==> src/rtl/vdp_vram_pkg.sv <==
// VDP VRAM arbiter shared package.
// Requester indices, FSM state type and VRAM address width.
package vdp_vram_pkg;

  localparam int VRAM_ADDR_W = 17;

  localparam logic [1:0] REQ_SCREEN  = 2'd0;
  localparam logic [1:0] REQ_SPRITE  = 2'd1;
  localparam logic [1:0] REQ_CPU     = 2'd2;
  localparam logic [1:0] REQ_COMMAND = 2'd3;

  typedef enum logic [1:0] {
    IDLE,
    ISSUE,
    WAIT_WR,
    WAIT_RD
  } vram_arb_state_t;

  function automatic logic [3:0] req_onehot(input logic [1:0] idx);
    return 4'b0001 << idx;
  endfunction

endpackage

==> src/rtl/vdp_vram_arb_select.sv <==
// VDP VRAM winner selector: screen > sprite > {CPU, command}.
// CPU/command tie is broken by rr_i (0 = CPU first).
module vdp_vram_arb_select
  import vdp_vram_pkg::*;
(
  input  logic [3:0] req_valid_i,
  input  logic       rr_i,
  output logic [1:0] idx_o,
  output logic       hit_o
);

  // Fixed priority with a round-robin pair at the bottom
  always_comb begin
    idx_o = REQ_SCREEN;
    hit_o = |req_valid_i;
    if (req_valid_i[REQ_SCREEN]) begin
      idx_o = REQ_SCREEN;
    end else if (req_valid_i[REQ_SPRITE]) begin
      idx_o = REQ_SPRITE;
    end else if (req_valid_i[REQ_CPU] &&
                 req_valid_i[REQ_COMMAND]) begin
      idx_o = rr_i ? REQ_COMMAND : REQ_CPU;
    end else if (req_valid_i[REQ_CPU]) begin
      idx_o = REQ_CPU;
    end else if (req_valid_i[REQ_COMMAND]) begin
      idx_o = REQ_COMMAND;
    end
  end

endmodule

==> src/rtl/vdp_vram_arbiter.sv <==
// VDP VRAM arbiter: one outstanding SDRAM transaction, four requesters.
// Optional read timeout enabled by defining VDP_VRAM_ARB_TIMEOUT_EN.
module vdp_vram_arbiter
  import vdp_vram_pkg::*;
#(
  parameter int WRITE_GAP    = 4,
  parameter int READ_TIMEOUT = 64
) (
  input  logic                   clk,
  input  logic                   reset_n,
  input  logic                   initial_busy,
  input  logic [3:0]             req_valid,
  input  logic [3:0]             req_write,
  input  logic [67:0]            req_address,
  input  logic [31:0]            req_wdata,
  output logic [3:0]             req_ready,
  output logic [31:0]            req_rdata,
  output logic [3:0]             req_rdata_en,
  output logic [VRAM_ADDR_W-1:0] vram_address,
  output logic                   vram_write,
  output logic                   vram_valid,
  output logic [7:0]             vram_wdata,
  input  logic [31:0]            vram_rdata,
  input  logic                   vram_rdata_en,
  output logic                   timeout_error
);

  localparam logic [3:0] GAP_LOAD = 4'(WRITE_GAP - 1);

  vram_arb_state_t        state_q;
  logic                   rr_q;
  logic [1:0]             owner_q;
  logic [3:0]             gap_q;
  logic [1:0]             win;
  logic                   hit;
  logic [VRAM_ADDR_W-1:0] win_addr;
  logic [7:0]             win_wdata;
  logic                   win_write;

`ifdef VDP_VRAM_ARB_TIMEOUT_EN
  localparam int TO_W = $clog2(READ_TIMEOUT + 1);
  localparam logic [TO_W-1:0] TO_LAST = TO_W'(READ_TIMEOUT - 1);
  logic [TO_W-1:0] to_q;
  logic            to_err_q;
  assign timeout_error = to_err_q;
`else
  logic unused_read_timeout;
  assign unused_read_timeout = (READ_TIMEOUT != 0);
  assign timeout_error = 1'b0;
`endif

  vdp_vram_arb_select u_select (
    .req_valid_i (req_valid),
    .rr_i        (rr_q),
    .idx_o       (win),
    .hit_o       (hit)
  );

  // Steer the winning requester's fields onto the issue path
  always_comb begin
    win_addr  = req_address[VRAM_ADDR_W*32'(win) +: VRAM_ADDR_W];
    win_wdata = req_wdata[8*32'(win) +: 8];
    win_write = req_write[win];
  end

  // Arbitration FSM with registered issue, handshake and read-return outputs
  always_ff @(posedge clk or negedge reset_n) begin
    if (!reset_n) begin
      state_q      <= IDLE;
      rr_q         <= 1'b0;
      owner_q      <= '0;
      gap_q        <= '0;
      vram_address <= '0;
      vram_write   <= 1'b0;
      vram_wdata   <= '0;
      vram_valid   <= 1'b0;
      req_ready    <= '0;
      req_rdata    <= '0;
      req_rdata_en <= '0;
`ifdef VDP_VRAM_ARB_TIMEOUT_EN
      to_q         <= '0;
      to_err_q     <= 1'b0;
`endif
    end else begin
      vram_valid   <= 1'b0;
      req_ready    <= '0;
      req_rdata_en <= '0;
      unique case (state_q)
        IDLE: begin
          if (!initial_busy && hit) begin
            state_q      <= ISSUE;
            owner_q      <= win;
            vram_address <= win_addr;
            vram_write   <= win_write;
            vram_wdata   <= win_wdata;
            vram_valid   <= 1'b1;
            req_ready    <= req_onehot(win);
            if (win == REQ_CPU) begin
              rr_q <= 1'b1;
            end else if (win == REQ_COMMAND) begin
              rr_q <= 1'b0;
            end
          end
        end
        ISSUE: begin
          if (vram_write) begin
            state_q <= WAIT_WR;
            gap_q   <= GAP_LOAD;
          end else begin
            state_q <= WAIT_RD;
`ifdef VDP_VRAM_ARB_TIMEOUT_EN
            to_q    <= '0;
`endif
          end
        end
        WAIT_WR: begin
          if (gap_q == 4'd0) begin
            state_q <= IDLE;
          end else begin
            gap_q <= gap_q - 4'd1;
          end
        end
        WAIT_RD: begin
          if (vram_rdata_en) begin
            state_q               <= IDLE;
            req_rdata             <= vram_rdata;
            req_rdata_en[owner_q] <= 1'b1;
          end
`ifdef VDP_VRAM_ARB_TIMEOUT_EN
          else if (to_q == TO_LAST) begin
            state_q  <= IDLE;
            to_err_q <= 1'b1;
          end else begin
            to_q <= to_q + 1'b1;
          end
`endif
        end
        default: state_q <= IDLE;
      endcase
    end
  end

endmodule

==> config.mk <==
export PLATFORM = sky130hd
export DESIGN_NAME = vdp_vram_arbiter
export DESIGN_NICKNAME = d
export VERILOG_FILES = /design/src/rtl/vdp_vram_pkg.sv /design/src/rtl/vdp_vram_arb_select.sv /design/src/rtl/vdp_vram_arbiter.sv
export SDC_FILE = /design/constraint.sdc
export NUM_CORES = 1
export LEC_CHECK = 0
export CORE_ASPECT_RATIO = 2
export CORE_MARGIN = 5
export CORE_UTILIZATION = 41
export CTS_CLUSTER_DIAMETER = 150
export DETAILED_ROUTE_END_ITERATION = 8
export GPL_TIMING_DRIVEN = 0
export PLACE_DENSITY = 0.87
export SKIP_LAST_GASP = 1
export SLEW_MARGIN = 40
export SYNTH_ARGS = -nofsm -noshare
export SYNTH_HDL_FRONTEND = slang
export SYNTH_SLANG_ARGS = --single-unit
==> constraint.sdc <==
create_clock -name clk -period 3.3 [get_ports clk]
set_input_delay 0.495 -clock clk [delete_from_list [all_inputs] [get_ports clk]]
set_output_delay 0.495 -clock clk [all_outputs]
set_load 0.005 [all_outputs]
==> impl_metrics.ini <==
[power_and_ir_drop]
p_total_mw = 4.44
irDropWorstVdd_mv = 0.335
power_density_nw_per_um2 = 729
leakagePower_nw = 2.56

[hold_path]
min_path_type = input pin to async pin

[clock_network]
cts_tree = built
htreeDepth = 3
cts_buffer_depth = 2
cts_sinks = 76
ctsResizeCount = 0
cts_root_buf = clkbuf_16
clkTransAtPathRegs_ps = 60
clock_latency_ps = 330
post_cts_buffers = 0
holdBufCountCts = 0
numCtsBuffers = 9

[synth]
ys_async_sr_fraction_pct = 100
yosysTopAreaCell = dfrtp_1
synthTopCellsByCount = dfrtp_1 (76), mux2_2 (37), nor2_1 (21)
syn-instance-count = 313
synth_cell_type_count = 37
synth_warnings = 0
synth_top_area_share_pct = 53.4
yosysMostFrequentCell = dfrtp_1
synth_area_um2 = 3560
ys_ff_latch = 76
ys.flop_type = dfrtp_1
ys_top_cells_by_area = dfrtp_1 (53%), mux2_2 (12%), and3_1 (2.6%)
synth_edf_count = 0
ys_seq_area_share_pct = 53.4
syn_avg_cell_area_um2 = 11.4
syn_nets = 459

[layout]
drive_gt1_share_pct = 12.4
antennaDiodeCount = 0
nets = 680
stdcell_area_um2 = 6100
nFillCells = 632
syn_to_final_growth_pct = 71.1

[placed_design]
numPortBuffers = 209
postPlaceCellArea_um2 = 5800
hpwlAfterDp_um = 9950
place_congestion = 0.805

[setup_path]
cp_num_buf_inv = 2
crit_required_ps = 3480
crit_slowest_cell = clkdlybuf4s50_1
crit_fanout = 10
r2r_setup_slack_ps = 1260
start_kind = input pin
end_kind = flip-flop
critical_path.cell_chain = clkdlybuf4s50_1 -> nor3_1 -> clkbuf_1 -> o21a_1 -> a2111oi_0 -> o21ai_0
crit_family = compound AO/OA/AOI/OAI gates
crit_type = input pin to flip-flop
worstPathArrival_ps = 2510
slowest_delay_ps = 600

[global_route]
grt_max_degree = 44
antenna_found_initial = 0
track_usage_pct = 23.2
grt_overflow = 0
grt_pass1_vias = 3781
grt_pass1_wl_um = 19700

[timing]
fmax_mhz = 430
period_needed_ps = 2330
worstMarginPinSlew_ps = 749
whs_ps = 56.4
setup_viol = 0
drv_slew = 0
fin_skew_ps = 5.62
finalHoldViolCount = 0
rsz0062_at_grt = no
post-route-period-util_pct = 70.5
maxSlewHeadroom_pct = 49.9

[floorplanning]
die_x_um = 75.9
start_util_pct = 41.5
die_area_um2 = 10800
die_y_um = 142
core_um2 = 8590
fp-row-count = 48
io_pins = 212

[detailed_routing]
post_drt_wl_per_cell_um = 19.7
drt_wl_total_um = 12600
first_iter_violations = 159
drcViolationCount = 0
via_count = 3534
drtPass1Iterations = 4
ant_nets = 0
via_per_inst = 5.53

[outcome]
status = finished clean

[flow_run]
drv_cap = 0
==> power breakdown <==
group,internal [mW],switching (mW)
registers,1.36,0.244
clock network,0.605,0.366
logic,1.20,0.677
==> layout by cell type (no fill, tap or decap), drive strengths merged, types with 3 or more instances in the layout <==
cell,instances
clkdlybuf4s50,208
dfrtp,76
mux2,37
clkbuf,24
nor2,23
o21ai,16
and3,15
a21oi,13
nand3,12
nand2,10
a221oi,9
a31oi,9
a22oi,8
mux2i,8
o221ai,8
nor3,8
buf,8
inv,6
o21a,5
a2111oi,5
a22o,4
a221o,4
and2,3
clkinv,3
==> worst paths after layout <==
| path | startpoint | endpoint | depth (start not counted) |
|---|---|---|---|
| min in group clk | owner_q[1] | req_rdata_en[1] | 1 |
| worst max register to register | state_q[1] | vram_address[12] | 5 |
| max in group asynchronous | reset_n | vram_write | 2 |
| worst max-delay path | req_valid[1] | vram_address[12] | 6 |
| worst min-delay path | reset_n | req_rdata[22] | 1 |
| worst min register to register | owner_q[1] | req_rdata_en[1] | 1 |
==> per-stage QoR <==
stage               cells  setup TNS, ps  util (%)  setup slack, ps
floorplan             313              0         -             1540
global placement      622         -63580      67.3             -843
detailed placement    623              0      67.6              742
CTS                   639              0      71.0             1090
global route          639              0      71.0              971
finish                639              0      71.0              974
==> layout make-up <==
| class | count | area (um^2) | area share [%] |
|---|---|---|---|
| Buffer | 18 | 80.1 | 1.31 |
| Multi-Input combinational cell | 213 | 1560 | 25.6 |
| Timing Repair Buffer | 210 | 2110 | 34.7 |
| Tap cell | 100 | 125 | 2.05 |
| Clock inverter | 4 | 48.8 | 0.800 |
| Clock buffer | 12 | 246 | 4.04 |
| Sequential cell | 76 | 1900 | 31.2 |
| Inverter | 6 | 22.5 | 0.369 |
==> state kept, by name (all words and copies together) (netlist names) <==
register,cells
vram_address,17
req_rdata,32
vram_write,1
vram_wdata,8
req_rdata_en,4
gap_q,4
rr_q,1
state_q,2
req_ready,4
vram_valid,1
owner_q,2
==> layer usage <==
| layer | vias up | global-route usage, % | wire [um] |
|---|---|---|---|
| li1 | 1615 | - | - |
| met1 | 1700 | 23.5 | 4320 |
| met2 | 186 | 42.9 | 6870 |
| met3 | 33 | 7.24 | 1050 |
| met4 | 0 | 9.57 | 368 |
| met5 | - | 0 | 0 |
==> cells by family (layout without fill, tap and decap cells) <==
family                   Yosys count  count (layout)  share of synthesized area [%]
adder cells (fa/ha/maj)            2               2                          0.702
other                              1               1                          0.105
flip-flops                        76              76                           53.4
multiplexers                      45              45                           13.9
XOR/XNOR                           2               2                          0.492
AO/OA/AOI/OAI                     83              83                           16.3
AND/OR/NAND/NOR                   80              80                           12.2
buffers and inverters             24             250                           2.88
(Power assumes the default switching activity.)
